`config.mk`:
```
export PLATFORM = sky130hd
export DESIGN_NAME = fp13_sort_ctrl
export DESIGN_NICKNAME = d
export VERILOG_FILES = /design/src/rtl/fp13_sort_ctrl.sv
export SDC_FILE = /design/constraint.sdc
export NUM_CORES = 1
export LEC_CHECK = 0
export ABC_AREA = 1
export CAP_MARGIN = 20
export CORE_MARGIN = 3
export CORE_UTILIZATION = 40
export DETAILED_ROUTE_END_ITERATION = 16
export MAX_ROUTING_LAYER = met4
export PLACE_DENSITY = 0.57
export SLEW_MARGIN = 40
export SYNTH_ARGS = -nofsm -noshare
export SYNTH_HDL_FRONTEND = slang
export SYNTH_SLANG_ARGS = --single-unit
```
`constraint.sdc`:
```
create_clock -name i_clk -period 10.3 [get_ports i_clk]
set_input_delay 2.06 -clock i_clk [delete_from_list [all_inputs] [get_ports i_clk]]
set_output_delay 2.06 -clock i_clk [all_outputs]
set_load 0.05 [all_outputs]
```
`src/rtl/fp13_sort_ctrl.sv`:
```
// Burst buffer that bubble-sorts up to DEPTH 13-bit sign/magnitude floats with a single
// shared comparator, then streams them out in ascending order. Optional FP13_SORT_EARLY_EXIT_EN.
module fp13_sort_ctrl #(
  parameter int DEPTH = 8
) (
  input  logic        i_clk,
  input  logic        i_reset,
  input  logic        i_in_valid,
  output logic        o_in_ready,
  input  logic [12:0] i_in_data,
  input  logic        i_in_last,
  output logic        o_out_valid,
  input  logic        i_out_ready,
  output logic [12:0] o_out_data,
  output logic        o_out_last,
  output logic        o_busy
);

  localparam int CW = $clog2(DEPTH + 1);
  localparam int IW = $clog2(DEPTH);

  typedef enum logic [1:0] {
    ST_LOAD  = 2'd0,
    ST_SORT  = 2'd1,
    ST_DRAIN = 2'd2
  } state_e;

  // Sign/magnitude ordering: +0 ranks above -0, identical codes never swap.
  function automatic logic fp13_gt(input logic [12:0] a, input logic [12:0] b);
    logic gt_s;
    case ({a[12], b[12]})
      2'b00:   gt_s = (a[11:0] > b[11:0]);
      2'b01:   gt_s = 1'b1;
      2'b10:   gt_s = 1'b0;
      2'b11:   gt_s = (a[11:0] < b[11:0]);
      default: gt_s = 1'b0;
    endcase
    return gt_s;
  endfunction

  state_e          state_q, state_d;
  logic [CW-1:0]   count_q, count_d;
  logic [CW-1:0]   p_q, p_d;
  logic [CW-1:0]   j_q, j_d;
  logic [CW-1:0]   rd_q, rd_d;
  logic [12:0]     buf_q [DEPTH];
`ifdef FP13_SORT_EARLY_EXIT_EN
  logic            swapped_q, swapped_d;
`endif

  logic [IW-1:0]   j_idx_s;
  logic [IW-1:0]   j_nxt_s;
  logic [12:0]     cmp_a_s;
  logic [12:0]     cmp_b_s;
  logic            swap_s;
  logic            accept_s;
  logic            burst_end_s;
  logic [CW-1:0]   count_inc_s;
  logic            pass_end_s;
  logic            final_pass_s;
  logic            rd_last_s;
  logic            load_we_s;
  logic            sort_we_s;

  assign j_idx_s      = j_q[IW-1:0];
  assign j_nxt_s      = j_idx_s + IW'(1);
  assign cmp_a_s      = buf_q[j_idx_s];
  assign cmp_b_s      = buf_q[j_nxt_s];
  assign swap_s       = fp13_gt(cmp_a_s, cmp_b_s);

  assign accept_s     = (state_q == ST_LOAD) && i_in_valid && !i_reset;
  assign burst_end_s  = accept_s && (i_in_last || (count_q == CW'(DEPTH - 1)));
  assign count_inc_s  = count_q + CW'(1);
  assign pass_end_s   = (j_q == (count_q - CW'(2) - p_q));
  assign final_pass_s = (p_q == (count_q - CW'(2)));
  assign rd_last_s    = (rd_q == (count_q - CW'(1)));

  assign load_we_s    = accept_s;
  assign sort_we_s    = (state_q == ST_SORT) && swap_s && !i_reset;

  // Next-state logic for the LOAD/SORT/DRAIN sequencer and its counters.
  always_comb begin
    state_d = state_q;
    count_d = count_q;
    p_d     = p_q;
    j_d     = j_q;
    rd_d    = rd_q;
`ifdef FP13_SORT_EARLY_EXIT_EN
    swapped_d = swapped_q;
`endif
    case (state_q)
      ST_LOAD: begin
        if (accept_s) begin
          count_d = count_inc_s;
          if (burst_end_s) begin
            p_d  = CW'(0);
            j_d  = CW'(0);
            rd_d = CW'(0);
`ifdef FP13_SORT_EARLY_EXIT_EN
            swapped_d = 1'b0;
`endif
            if (count_inc_s >= CW'(2)) begin
              state_d = ST_SORT;
            end else begin
              state_d = ST_DRAIN;
            end
          end else begin
            state_d = ST_LOAD;
          end
        end else begin
          state_d = ST_LOAD;
        end
      end
      ST_SORT: begin
        if (pass_end_s) begin
          if (final_pass_s) begin
            state_d = ST_DRAIN;
            rd_d    = CW'(0);
          end else begin
`ifdef FP13_SORT_EARLY_EXIT_EN
            // A pass that moved nothing proves the buffer is already ordered.
            if (!(swapped_q || swap_s)) begin
              state_d = ST_DRAIN;
              rd_d    = CW'(0);
            end else begin
              p_d       = p_q + CW'(1);
              j_d       = CW'(0);
              swapped_d = 1'b0;
            end
`else
            p_d = p_q + CW'(1);
            j_d = CW'(0);
`endif
          end
        end else begin
          j_d = j_q + CW'(1);
`ifdef FP13_SORT_EARLY_EXIT_EN
          swapped_d = swapped_q || swap_s;
`endif
        end
      end
      ST_DRAIN: begin
        if (i_out_ready) begin
          if (rd_last_s) begin
            state_d = ST_LOAD;
            count_d = CW'(0);
            rd_d    = CW'(0);
          end else begin
            rd_d = rd_q + CW'(1);
          end
        end else begin
          rd_d = rd_q;
        end
      end
      default: begin
        state_d = ST_LOAD;
        count_d = CW'(0);
      end
    endcase
  end

  // Control registers with synchronous reset.
  always_ff @(posedge i_clk) begin
    if (i_reset) begin
      state_q <= ST_LOAD;
      count_q <= CW'(0);
      p_q     <= CW'(0);
      j_q     <= CW'(0);
      rd_q    <= CW'(0);
`ifdef FP13_SORT_EARLY_EXIT_EN
      swapped_q <= 1'b0;
`endif
    end else begin
      state_q <= state_d;
      count_q <= count_d;
      p_q     <= p_d;
      j_q     <= j_d;
      rd_q    <= rd_d;
`ifdef FP13_SORT_EARLY_EXIT_EN
      swapped_q <= swapped_d;
`endif
    end
  end

  // Element storage: written on input accept or on a compare/swap; contents need no reset.
  always_ff @(posedge i_clk) begin
    if (load_we_s) begin
      buf_q[count_q[IW-1:0]] <= i_in_data;
    end else if (sort_we_s) begin
      buf_q[j_idx_s] <= cmp_b_s;
      buf_q[j_nxt_s] <= cmp_a_s;
    end
  end

  assign o_in_ready  = (state_q == ST_LOAD) && !i_reset;
  assign o_out_valid = (state_q == ST_DRAIN);
  assign o_out_data  = (state_q == ST_DRAIN) ? buf_q[rd_q[IW-1:0]] : 13'h0000;
  assign o_out_last  = (state_q == ST_DRAIN) && rd_last_s;
  assign o_busy      = (state_q == ST_SORT) || (state_q == ST_DRAIN);

endmodule
```
# == Yosys cells after proc, flatten, opt, wreduce, memory -nomap -nowiden ==
# Memory sizes are Yosys's and may differ from the RTL's. A register that Yosys moved wholly into a read port is not among the register bits.
# Index checks and enable logic that the tools add are counted.
# classes
n_lt_le_gt_ge,3
n_addsub,8
n_eq_ne,17
bitwise_logic,1
n_reduce_logical,20
n_mux,39
# op_table
op,count
$mux W4,13
$mux W13,2
$pmux W4 S3,2
$add A4 B1 Y4 const B,4
$pmux W4 S2,2
$mux W3,5
$mux W2,7
$reduce_or A13 Y1,1
$eq A4 B4 Y1,3
$gt A12 B12 Y1,1
$lt A12 B12 Y1,1
$reduce_and A4 Y1,3
$ne A2 B2 Y1 const B,5
$logic_and A1 B1 Y1,7
$eq A2 B2 Y1 const B,3
$mux W1,6
$pmux W2 S3,1
$reduce_and A6 Y1,1
$reduce_and A5 Y1,1
$eq A2 B1 Y1 const B,2
$eq A4 B3 Y1 const B,1
$ge A4 B2 Y1 const B,1
$logic_not A2 Y1,2
$ne A2 B1 Y1 const B,2
11 further kinds,12
# word_totals
word_cells,94
memories,1
out_inout_bits,17
ram_bits,104
reg_bits,18
input_bits,18
# mem_list
memory,depth,word_bits,read_ports,rd_clocked_by_memory_dff,wr,line_no,rtl
buf_q,8,13,3,2,2,46,logic [12:0] buf_q [DEPTH];

# == Logic depth before layout (Yosys ltp) ==
# An unclocked memory read counts as a cell.
# logic_depth
depth_word,11
mapped_depth,27
depth_no_buf,25

# == Worst setup path before layout ==
# OpenSTA, ideal clock, no wires.
# synth_timing
path_kind,input -> output
startpoint,input i_reset
endpoint,output o_in_ready
slack_ns,5.468
cell_stages,1
required_ns,8.240
arrival_time_ns,2.772
path_buffers,0
path_cell_list,nor2_1
# synth_via
elab_chain_len,2
# synth_lines
element,line_no,rtl
from (decl),7,"input logic i_reset,"
$logic_not A1 Y1,195,assign o_in_ready = (state_q == ST_LOAD) && !i_reset;
$logic_and A1 B1 Y1,195,
to (decl),9,"output logic o_in_ready,"
# No other way between the ends.

==> out/summary.txt <==
Layout Nets - 1,370
Beginning of the worst hold path - p_q[2]
H-tree levels - 4
Total of max-cap violations - 0
Pleak - 4.093 nW
Worst-case hold path end point - p_q[2]
Final routed DRC violation total - 0
Critical path launch point type - flop
Combinational group share of total power - 43.4%
All-layer global routing usage - 26.36%
HPWL reported at the end of detailed placement - 23.27 mm
Vias/cell - 5.691
Startpoint-to-endpoint class of the critical path - reg2reg
Status - complete, no violations
First-pass GRT wire length - 51.72 mm
CTS resizes - 0
Wirelength per Cell - 20.36 µm
Length of the first detailed-routing pass in iterations - 5
Total setup violations reported at the end of the flow - 0
Number of standard cells after synthesis - 1,324
Worst-margin pin slew - 0.8325 ns
DRC marker count from the first detailed-route iteration - 1,173
Buffer levels on the longest clock path - 2
Sum Neg Setup Slack - 0 ns
Total count of hold-check failures in the final report - 0
Ordered cell list for the critical path - buf_4, inv_1, nand2_1, nand2_1, a221oi_1, ha_1, nand2_1, inv_1, nand2_1, nor2_1, nand2_1, nand3_1, a21oi_4, nand4_4, nor2_4, inv_1, nand2_1
Peak ir drop on the vdd network - 0.1127 mV
Chip Height - 162.9 µm
Total wire length - 33.70 mm
Finished Layout Cells - 1,655
Share of the yosys chip area belonging to registers - 36.58%
Class of the tightest hold or removal check - reg2reg
CTS buffer count - 17
Number of nets in the synthesized netlist - 1,370
Initial Utilization - 41.36%
Post CTS Setup Buffer Count - 0
Placement row count - 56
Beginning of the critical path - j_q[0]
Internal portion of total power - 0.001251 W
Via count - 9,418
Total power density per cell area - 200.9 nW/µm²
Capturing point of the worst reg2reg path - buf_q[3][2]
Cells on worst reg2reg path - 17
Normalized max-slew margin - 44.37%
Antenna viol nets, final - 0
Top FF cell, synth - sky130_fd_sc_hd__edfxtp_1
Count of clock tree sinks - 128
Synth Area per Inst - 7.441 µm²
Area Growth Syn to Fin - 10.97%
Antenna fix cells - 0
Crit path max-delay cell type - sky130_fd_sc_hd__dfxtp_2
Ratio of final minimum period to clock period - 58.55%
Worst path required time - 10.35 ns
Antenna violations before repair - 0
Grt ovf - 0
TritonCTS clock tree - yes
IO buf count - 34
Clk root buf - sky130_fd_sc_hd__clkbuf_16
Clk pwr share - 25.9%
Number of hold buffers added after cts - 0
Synth warnings - 0
Io pins - 35
Hold Path Cell Cnt - 2
Number of flip-flops and latches in the synthesized netlist - 128
Die W - 162.9 µm
Reg2Reg Launch Point - j_q[0]
Final min period - 6.031 ns
Setup skew after layout - 0.01126 ns
Reg-to-reg setup timing slack - 4.27 ns
Reg power frac - 30.7%
Type of element capturing the critical path - flop
Worst-path maximum fanout - 60
Post-placement cell count - 1,624
Arrival time worst endpoint - 6.09 ns
Die area - 26,550 µm²
Placeable core region - 23,820 µm²
Share of total power consumed by net switching - 43.05%
Cell with the most instances on the worst path - sky130_fd_sc_hd__nand2_1
Switching Power - 0.0009458 W
Top routing layer in use - met4
Final Slew Violations - 0
Clock Latency Late Sink - 0.43 ns
Via count of the first global-routing pass - 8,783
Placer congestion estimate - 0.9328
Top achievable clock speed - 165.8 MHz
Cell area after technology mapping - 9852 µm²
Met3 routed wirelength - 2.643 mm
Clock transition time at the flip-flop clock pins of the worst setup and hold paths - 0.06 ns
Number of flops mapped to enable cells by yosys - 104
Pin count of the biggest net entering global routing - 90
Number of distinct library cell variants in the gate-level netlist after synthesis - 46
Fraction of final layout cells sized beyond drive strength 1 - 13.17%
Unrepaired setup endpoints after global routing - false
Max stage delay on crit path - 0.80 ns
Total met2 wirelength after detailed routing - 15.62 mm
Sum of routed wire segments on met1 - 14.22 mm
Post-synth ARST share - 0%
-- how the worst max path moves through the flow --
stage / endpoint / slack, ns / depth (start not counted)
5_1_grt: buf_q[5][1] / 3.85 / 17
6_report: buf_q[3][2] / 4.27 / 17
3_3_place_gp: buf_q[6][5] / 4.19 / 20
4_1_cts: buf_q[1][2] / 4.31 / 17
3_5_place_dp: o_in_ready / 4.32 / 3
2_1_floorplan: o_in_ready / 5.47 / 1
-- critical path, delay by kind of cell, from the launching register on --
family / cells / cell delay, ns
adders and majority gates: 1 / 0.35
AOI/OAI and AO/OA: 2 / 0.86
and+or+nand+nor: 10 / 2.21
buffers and inverters: 4 / 1.35
DFF: 1 / 0.80
-- power by group through the flow --
stage          combinational (W)  clock, W  sequential, W
3_5_place_dp            0.000943         0       0.000683
2_1_floorplan           0.000677         0       0.000663
6_report                0.000954  0.000568       0.000674
5_1_grt                  0.00105  0.000592       0.000679
3_3_place_gp            0.000939         0       0.000683
4_1_cts                 0.000949  0.000566       0.000673
-- state kept, by name (all words and copies together), names as in the netlist, named ones only --
name	count
buf_q	104
count_q	4
j_q	4
p_q	4
rd_q	4
state_q	2
-- metal layers --
metal | GRT usage (%) | up-vias
met5 | - | -
met4 | 10.11 | 0
met3 | 3.510 | 91
met2 | 41.19 | 463
met1 | 34.93 | 4356
li1 | - | 4508
-- synthesized netlist by cell type, types with 2 or more instances --
cell type | number | share of area (%)
sky130_fd_sc_hd__o21ai_0 | 155 | 7.9
sky130_fd_sc_hd__a21oi_1 | 86 | 4.4
sky130_fd_sc_hd__inv_2 | 5 | 0.19
sky130_fd_sc_hd__xnor2_1 | 5 | 0.44
sky130_fd_sc_hd__nand4_4 | 2 | 0.43
sky130_fd_sc_hd__buf_4 | 14 | 1.1
sky130_fd_sc_hd__nor2_4 | 10 | 1.1
sky130_fd_sc_hd__nand3_4 | 9 | 1.6
sky130_fd_sc_hd__clkbuf_1 | 40 | 1.5
sky130_fd_sc_hd__a211oi_1 | 4 | 0.30
sky130_fd_sc_hd__xor2_1 | 6 | 0.53
sky130_fd_sc_hd__a221oi_1 | 6 | 0.53
sky130_fd_sc_hd__buf_2 | 17 | 0.86
sky130_fd_sc_hd__ha_1 | 27 | 3.4
sky130_fd_sc_hd__nor2_2 | 4 | 0.25
sky130_fd_sc_hd__nor3_1 | 2 | 0.10
sky130_fd_sc_hd__a31oi_1 | 24 | 1.5
sky130_fd_sc_hd__nor2_1 | 69 | 2.6
sky130_fd_sc_hd__dfxtp_1 | 24 | 4.9
sky130_fd_sc_hd__nand2_2 | 6 | 0.38
sky130_fd_sc_hd__or2_2 | 3 | 0.19
sky130_fd_sc_hd__inv_1 | 113 | 4.3
sky130_fd_sc_hd__o211ai_1 | 23 | 1.8
sky130_fd_sc_hd__nand4_1 | 9 | 0.57
sky130_fd_sc_hd__o21ai_1 | 6 | 0.30
sky130_fd_sc_hd__nand2_4 | 10 | 1.1
sky130_fd_sc_hd__nand2_1 | 389 | 15
sky130_fd_sc_hd__edfxtp_1 | 104 | 32
sky130_fd_sc_hd__nand3_1 | 70 | 3.6
sky130_fd_sc_hd__a22o_1 | 2 | 0.18
sky130_fd_sc_hd__nand3b_1 | 2 | 0.15
sky130_fd_sc_hd__o21ai_2 | 64 | 5.7
-- placed cells by master (no fill, tap or decap), types with 4 or more instances in the layout --
cell type and instances:
sky130_fd_sc_hd__o21ai_1 6, sky130_fd_sc_hd__inv_2 6, sky130_fd_sc_hd__nor2_4 12, sky130_fd_sc_hd__inv_1 112
sky130_fd_sc_hd__a221oi_1 6, sky130_fd_sc_hd__o21ai_2 64, sky130_fd_sc_hd__ha_1 26, sky130_fd_sc_hd__nand2_4 10
sky130_fd_sc_hd__a31oi_1 24, sky130_fd_sc_hd__a21oi_1 86, sky130_fd_sc_hd__buf_4 21, sky130_fd_sc_hd__xor2_1 6
sky130_fd_sc_hd__clkdlybuf4s50_1 34, sky130_fd_sc_hd__clkbuf_16 17, sky130_fd_sc_hd__clkinv_2 5, sky130_fd_sc_hd__nor2_1 68
sky130_fd_sc_hd__nand4_1 9, sky130_fd_sc_hd__nand3_4 9, sky130_fd_sc_hd__o211ai_1 23, sky130_fd_sc_hd__edfxtp_1 104
sky130_fd_sc_hd__nand3_1 70, sky130_fd_sc_hd__nand2_2 8, sky130_fd_sc_hd__dfxtp_2 4, sky130_fd_sc_hd__a211oi_1 4
sky130_fd_sc_hd__dfxtp_1 20, sky130_fd_sc_hd__o21ai_0 155, sky130_fd_sc_hd__xnor2_1 5, sky130_fd_sc_hd__nand2_1 387
-- through the flow --
step / utilization (%) / hold WS, ns / setup WS, ns / total power (W) / area (µm²)
after floorplan: - / 0.4539 / 5.468 / 0.001341 / 9852
after global placement: 43.58 / 0.4743 / 4.193 / 0.001623 / 10380
after detailed placement: 43.65 / 0.4799 / 4.321 / 0.001627 / 10400
after CTS: 45.87 / 0.4923 / 4.308 / 0.002187 / 10930
after global routing: 45.89 / 0.5025 / 3.855 / 0.002318 / 10930
final: 45.89 / 0.4908 / 4.269 / 0.002197 / 10930
-- logic make-up after synthesis --
| group | after synthesis | share of synthesized area (%) |
|---|---|---|
| buffers and inverters | 194 | 8.395 |
| adders and majority gates | 28 | 3.632 |
| AOI/OAI and AO/OA | 374 | 22.97 |
| and+or+nand+nor | 589 | 27.44 |
| DFF | 128 | 36.58 |
| xor gates and xnor gates | 11 | 0.9779 |
-- area by class of cell --
class,instances,area (µm²)
Tap cell,319,399.1
Fill cell,2354,12890
Inverter,119,446.7
Timing Repair Buffer,56,509.2
Clock inverter,12,95.09
Clock buffer,19,432.9
Sequential cell,128,3608
Multi-Input combinational cell,1002,5441
No activity file was read; power rests on OpenSTA's default activity.
